### config.mk
export PLATFORM = sky130hd
export DESIGN_NAME = fetch_ctrl
export DESIGN_NICKNAME = d
export VERILOG_FILES = /design/src/rtl/riscv_pkg.sv /design/src/rtl/fetch_fifo.sv /design/src/rtl/fetch_ctrl.sv
export SDC_FILE = /design/constraint.sdc
export NUM_CORES = 1
export LEC_CHECK = 0
export BUFFER_PORTS_ARGS = -buffer_cell sky130_fd_sc_hd__buf_2
export CAP_MARGIN = 20
export CORE_AREA = 2 2 188 208
export CTS_CLUSTER_DIAMETER = 100
export DETAILED_ROUTE_END_ITERATION = 8
export DIE_AREA = 0 0 190 210
export PLACE_DENSITY = 0.42
export SYNTH_ARGS = -nofsm -noshare
export SYNTH_HDL_FRONTEND = slang
export SYNTH_SLANG_ARGS = --single-unit
### constraint.sdc
create_clock -name clk -period 8.2 [get_ports clk]
set_input_delay 1.23 -clock clk [delete_from_list [all_inputs] [get_ports clk]]
set_output_delay 1.23 -clock clk [all_outputs]
set_load 0.005 [all_outputs]
### src/rtl/riscv_pkg.sv
// Shared types for the instruction-fetch slice: the fetch FSM states and the
// FIFO entry that pairs an instruction word with its byte PC.
package riscv_pkg;

    localparam int XLEN = 32;
    localparam int ILEN = 32;

    typedef enum logic [1:0] {
        IDLE  = 2'd0,
        RUN   = 2'd1,
        FLUSH = 2'd2
    } fetch_state_e;

    typedef struct packed {
        logic [ILEN-1:0] instr;
        logic [XLEN-1:0] pc;
    } fetch_entry_t;

endpackage

### src/rtl/fetch_fifo.sv
// Response buffer between instr_mem and decode. Shift-register organisation so
// the head entry is always slot 0, which makes the head output a plain flop.
// A clear in the same cycle as a push wins; the pushed word is discarded.
module fetch_fifo
    import riscv_pkg::*;
#(
    parameter int DEPTH = 2,
    localparam int CNT_W = $clog2(DEPTH + 1)
) (
    input  logic               clk,
    input  logic               rst_n,
    input  logic               push,
    input  fetch_entry_t       push_entry,
    input  logic               pop,
    input  logic               clear,
    output fetch_entry_t       head,
    output logic               head_valid,
    output logic [CNT_W-1:0]   count
);

    fetch_entry_t           ent_q [DEPTH];
    fetch_entry_t           ent_d [DEPTH];
    logic [CNT_W-1:0]       cnt_q;
    logic [CNT_W-1:0]       cnt_d;
    logic [CNT_W-1:0]       wr_idx;

    // Next storage contents: pop shifts toward the head, push lands behind the
    // last valid entry (one slot earlier when a pop happens in the same cycle).
    always_comb begin
        ent_d  = ent_q;
        cnt_d  = cnt_q;
        wr_idx = pop ? (cnt_q - CNT_W'(1)) : cnt_q;
        if (clear) begin
            cnt_d = '0;
        end else begin
            if (pop) begin
                for (int i = 0; i < DEPTH - 1; i++) begin
                    ent_d[i] = ent_q[i + 1];
                end
                cnt_d = cnt_q - CNT_W'(1);
            end
            if (push) begin
                for (int i = 0; i < DEPTH; i++) begin
                    if (i == int'(wr_idx)) begin
                        ent_d[i] = push_entry;
                    end
                end
                cnt_d = cnt_d + CNT_W'(1);
            end
        end
    end

    // Storage and occupancy registers.
    always_ff @(posedge clk or negedge rst_n) begin
        if (!rst_n) begin
            ent_q <= '{default: '0};
            cnt_q <= '0;
        end else begin
            ent_q <= ent_d;
            cnt_q <= cnt_d;
        end
    end

    assign head       = ent_q[0];
    assign head_valid = (cnt_q != '0);
    assign count      = cnt_q;

    // The issue throttle upstream must never let the buffer overflow or underflow.
    a_no_overflow: assert property (@(posedge clk) disable iff (!rst_n)
        !(push && !pop && !clear && (cnt_q == CNT_W'(DEPTH))));
    a_no_underflow: assert property (@(posedge clk) disable iff (!rst_n)
        !(pop && (cnt_q == '0)));

endmodule

### src/rtl/fetch_ctrl.sv
// Instruction-fetch sequencer: owns the PC, drives the synchronous instr_mem
// address, buffers returned words in fetch_fifo and presents them to decode
// over valid/ready. Redirects squash everything in flight or buffered.
// Optional feature macro: FETCH_PERF_CNT_EN adds perf_fetched/perf_stall.
module fetch_ctrl
    import riscv_pkg::*;
#(
    parameter int          ADDR_BITS = 10,
    parameter int          DATA_BITS = 32,
    parameter logic [31:0] RESET_PC  = 32'h0,
    parameter int          BUF_DEPTH = 2
) (
    input  logic                 clk,
    input  logic                 rst_n,
    input  logic                 fetch_en,
    input  logic                 redirect_valid,
    input  logic [31:0]          redirect_pc,
    output logic [ADDR_BITS-1:0] imem_addr,
    input  logic [DATA_BITS-1:0] imem_data,
    output logic                 out_valid,
    input  logic                 out_ready,
    output logic [DATA_BITS-1:0] out_instr,
    output logic [31:0]          out_pc
`ifdef FETCH_PERF_CNT_EN
    ,
    output logic [31:0]          perf_fetched,
    output logic [31:0]          perf_stall
`endif
);

    localparam int CNT_W = $clog2(BUF_DEPTH + 1);

    fetch_state_e       state_q, state_d;
    logic [31:0]        pc_q, pc_d;
    logic               inflight_q, inflight_d;
    logic [31:0]        inflight_pc_q, inflight_pc_d;

    logic               pop;
    logic               push;
    logic               issue;
    int                 occ;
    logic [CNT_W-1:0]   fifo_count;
    fetch_entry_t       push_entry;
    fetch_entry_t       head;

    assign pop = out_valid && out_ready;

    // Issue throttle: count buffered words plus the one still in flight, minus
    // the one leaving this cycle, so a returning word always has a free slot.
    always_comb begin
        occ   = int'(fifo_count) + int'(inflight_q) - int'(pop);
        issue = (state_q == RUN) && !redirect_valid && (occ < BUF_DEPTH);
    end

    // Next-state, PC and in-flight tracking; a redirect overrides everything.
    always_comb begin
        state_d       = state_q;
        pc_d          = pc_q;
        inflight_d    = issue;
        inflight_pc_d = issue ? pc_q : inflight_pc_q;
        if (redirect_valid) begin
            state_d = FLUSH;
            pc_d    = redirect_pc & ~32'h3;
        end else begin
            if (issue) begin
                pc_d = pc_q + 32'd4;
            end
            case (state_q)
                IDLE:    state_d = fetch_en ? RUN : IDLE;
                RUN:     state_d = fetch_en ? RUN : IDLE;
                FLUSH:   state_d = fetch_en ? RUN : IDLE;
                default: state_d = IDLE;
            endcase
        end
    end

    // Control registers of the fetch FSM.
    always_ff @(posedge clk or negedge rst_n) begin
        if (!rst_n) begin
            state_q       <= IDLE;
            pc_q          <= RESET_PC;
            inflight_q    <= 1'b0;
            inflight_pc_q <= '0;
        end else begin
            state_q       <= state_d;
            pc_q          <= pc_d;
            inflight_q    <= inflight_d;
            inflight_pc_q <= inflight_pc_d;
        end
    end

    assign imem_addr = pc_q[ADDR_BITS+1:2];

    // The word returning in a redirect cycle belongs to the old path.
    assign push             = inflight_q && !redirect_valid;
    assign push_entry.instr = imem_data;
    assign push_entry.pc    = inflight_pc_q;

    fetch_fifo #(
        .DEPTH      (BUF_DEPTH)
    ) u_fifo (
        .clk        (clk),
        .rst_n      (rst_n),
        .push       (push),
        .push_entry (push_entry),
        .pop        (pop),
        .clear      (redirect_valid),
        .head       (head),
        .head_valid (out_valid),
        .count      (fifo_count)
    );

    assign out_instr = head.instr;
    assign out_pc    = head.pc;

`ifdef FETCH_PERF_CNT_EN
    logic [31:0] perf_fetched_q, perf_fetched_d;
    logic [31:0] perf_stall_q, perf_stall_d;

    // Free-running event counts; redirects deliberately leave them alone.
    always_comb begin
        perf_fetched_d = perf_fetched_q + (pop ? 32'd1 : 32'd0);
        perf_stall_d   = perf_stall_q + ((out_valid && !out_ready) ? 32'd1 : 32'd0);
    end

    // Counter registers.
    always_ff @(posedge clk or negedge rst_n) begin
        if (!rst_n) begin
            perf_fetched_q <= '0;
            perf_stall_q   <= '0;
        end else begin
            perf_fetched_q <= perf_fetched_d;
            perf_stall_q   <= perf_stall_d;
        end
    end

    assign perf_fetched = perf_fetched_q;
    assign perf_stall   = perf_stall_q;
`endif

endmodule

==> results.yml <==
floorplanning:
  die_w_um: 190
  start_util_pct: 23.7
  rows: 75
  die_height_um: 210
  num_io_pins: 144
  die-area_um2: 39900
  core_area_um2: 37800
clocking:
  post_cts_resized: 0
  post_cts_buffers: 0
  cts_tree: "built"
  clockRootBuffer: "clkbuf_16"
  ctsHoldBuffers: 0
  insertion_delay_ns: 0.46
  cts_buffers: 17
  cts_sinks: 191
  cts_max_level: 4
  clk_path_buf_depth: 2
  clk_pin_slew_ns: 0.07
route:
  drcViolationCount: 0
  initialDrtViolationCount: 252
  via_count: 5456
  drt-total-wl_um: 20900
  firstDrtPassIters: 4
  wl_per_cell_um: 15.7
  antenna_left: 0
  vias_per_cell: 4.10
logic_synthesis:
  yosys_warnings: 0
  synth_mux_area_share_pct: 19.2
  ys_seq_elements: 191
  synth-adder-area-share_pct: 0.782
  synth_ff_type: "dfrtp_1"
  synthTopCellsByArea: "dfrtp_1 (53%), mux2_2 (12%), mux2i_1 (7.0%), buf_4 (6.3%), o21ai_0 (4.5%)"
  syn_nets: 841
  async_reset_ff_share_pct: 100
  synth_area_per_cell_um2: 11.7
  synth_compound_area_share_pct: 5.20
  synth-xor-area-share_pct: 3.03
  synth_top_family_by_area: "multiplexers"
  synth_area_leader_cell: "dfrtp_1"
  yosysSeqAreaShare_pct: 53.4
  synthCells: 767
  yosysUniqueCellTypes: 44
  synth_simple_gate_area_share_pct: 9.53
  synth_top_area_share_pct: 53.4
  synth_edf_count: 0
  synth_area_um2: 8960
global_route:
  antenna_found_initial: 0
  use_met2_pct: 16.2
  busiest_layer: "met2"
  grt_pass1_wl_um: 33200
  grt_max_degree: 94
  first_global_vias: 5561
  grtUsageMet3_pct: 2.98
  grt_overflow: 0
  grtUsageMet1_pct: 15.3
  grt_usage_pct: 11.0
sta:
  min_period_over_period_pct: 48.0
  skew_ns: 0.0131
  tightest_slew_ns: 1.01
  slew_viol_final: 0
  finalSetupViolations: 0
  hold_viol: 0
  hold-worst-slack_ns: 0.471
  timing.fmax_mhz: 254
  fin_tns_setup_ns: 0
  min_period_ns: 3.93
  rsz0062_at_grt: "no"
  slew_headroom_pct: 32.3
setup_path:
  r2r-end: "inflight_pc_q[29]"
  cp-start-kind: "input pin"
  crit_top_cell: "xnor2_1"
  critical_path_arrival_ns: 4.27
  crit_chain: "buf_2 > nand2b_1 > xnor2_1 > nand2_1 > fa_1 > xnor2_1 > a32oi_2 > buf_4 > nor2_4 > mux2_2"
  cp.depth: 10
  r2r_start: "u_fifo.count[1]"
  slowest_stage: "nor2_4"
  worstPathBufferInverterCount: 2
  crit_family: "simple AND/OR/NAND/NOR gates"
  cpPeakStageDelay_ns: 0.81
  endpoint_kind: "register"
  cp.required_ns: 8.54
  crit_fanout: 31
  crit_type: "in -> reg"
  reg2reg_depth: 11
  regToRegSetupSlack_ns: 4.28
layout:
  layout-drive-gt1-share_pct: 34.9
  fin_area_um2: 10200
  layout.nets: 893
  final_cells: 1330
  fin_util_pct: 27.0
  num_antenna_cells: 0
  areaGrowthSynthToFinish_pct: 14.2
power_and_ir_drop:
  peakVddDrop_uv: 156
  power_density_nw_per_um2: 310
  p_leak_nw: 4.60
job:
  drv_cap: 0
hold_path:
  worstHoldStart: "state_q[0]"
  min_path_type: "reg -> reg"
  min_to: "state_q[0]"
  hold_path_depth: 1
run_status:
  status: "finished clean"
place:
  place_area_um2: 9620
  gp_congestion: 0.702
  io_buffers: 141
  dp_hpwl_um: 13600
  placedCellCount: 1300
## layout by cell type (no fill, tap or decap), drive strengths merged, types with 2 or more instances in the layout
cell and count:
nor3 10, nand2 100, clkinv 5, nor4b 5, and4 2, mux2 97, bufinv 4, inv 11
nand3 8, nor2b 3, nand4b 2, buf 147, dfrtp 191, o21ai 87, clkbuf 18, xnor2 25
and2 2, nor4 8, xor2 6, or3 2, ha 4, mux2i 63, and3 2, nand4 5
nor2 10, nor3b 4
## metal layers
metal / routed length [um] / up-vias
met4: 356 / 0
met5: 0 / -
met3: 909 / 17
li1: - / 2663
met2: 9300 / 103
met1: 10300 / 2673
## worst reg2reg max path: cells and delay by family (launching register included)
kind	cells	cell delay [ns]
simple gates	3	1.22
fa+ha+maj	2	0.63
xor+xnor	2	0.59
flops	1	0.46
mux	1	0.43
buf+inv	2	0.36
compound gates	1	0.12
## worst max path at each step
stage,startpoint,to,slack (ns)
2_1_floorplan,out_ready,pc_q[26],4.71
3_3_place_gp,out_ready,inflight_pc_q[31],3.81
3_5_place_dp,out_ready,inflight_pc_q[26],3.74
4_1_cts,u_fifo.count[1],inflight_pc_q[24],4.20
5_1_grt,u_fifo.count[1],inflight_pc_q[23],3.84
6_report,out_ready,inflight_pc_q[29],4.27
## state kept, by name, summed over array words and instances (netlist names)
signal,count
pc_q,30
u_fifo.ent_q,62
inflight_pc_q,30
u_fifo.count,2
u_fifo.head,64
state_q,2
inflight_q,1
## per-stage QoR
step	power [mW]	setup slack, ns
floorplan	2.15	4.71
global placement	2.30	3.81
detailed placement	2.32	3.74
CTS	3.24	4.20
global route	3.40	3.84
finish	3.17	4.27
## where the power goes
part / switching [mW] / total (mW) / internal, mW
registers: 0.218 / 1.52 / 1.30
clock network: 0.385 / 0.894 / 0.509
logic: 0.346 / 0.758 / 0.412
## area by class of cell
type                       count  area [um2]
sequential                   191        4780
timing repair buffer         148         767
clock buffer                  17         425
clock inverter                13         186
tap                          500         626
fill                        3954       27600
multi-input combinational    453        3410
inverter                       8        30.0
## synthesized netlist by cell type, types with 2 or more instances
master / n
or3_1: 2
nor3_1: 10
o21ai_0: 81
clkbuf_1: 25
nor3b_1: 4
mux2_2: 97
nor4_4: 3
o21ai_1: 6
nor4_1: 4
nand3_1: 8
nand4_1: 5
nor2_1: 9
buf_6: 3
mux2i_1: 63
nand4b_1: 2
nor4b_1: 4
nor2b_1: 3
inv_1: 8
dfrtp_1: 191
xor2_1: 6
xnor2_1: 25
ha_1: 4
and4_1: 2
buf_4: 75
nand2_1: 99
buf_2: 10
## cell families after synthesis
kind of cell    Yosys count
mux                     160
compound gates           91
fa+ha+maj                 5
flops                   191
buf+inv                 123
xor+xnor                 31
simple gates            166
(Power assumes the default switching activity.)
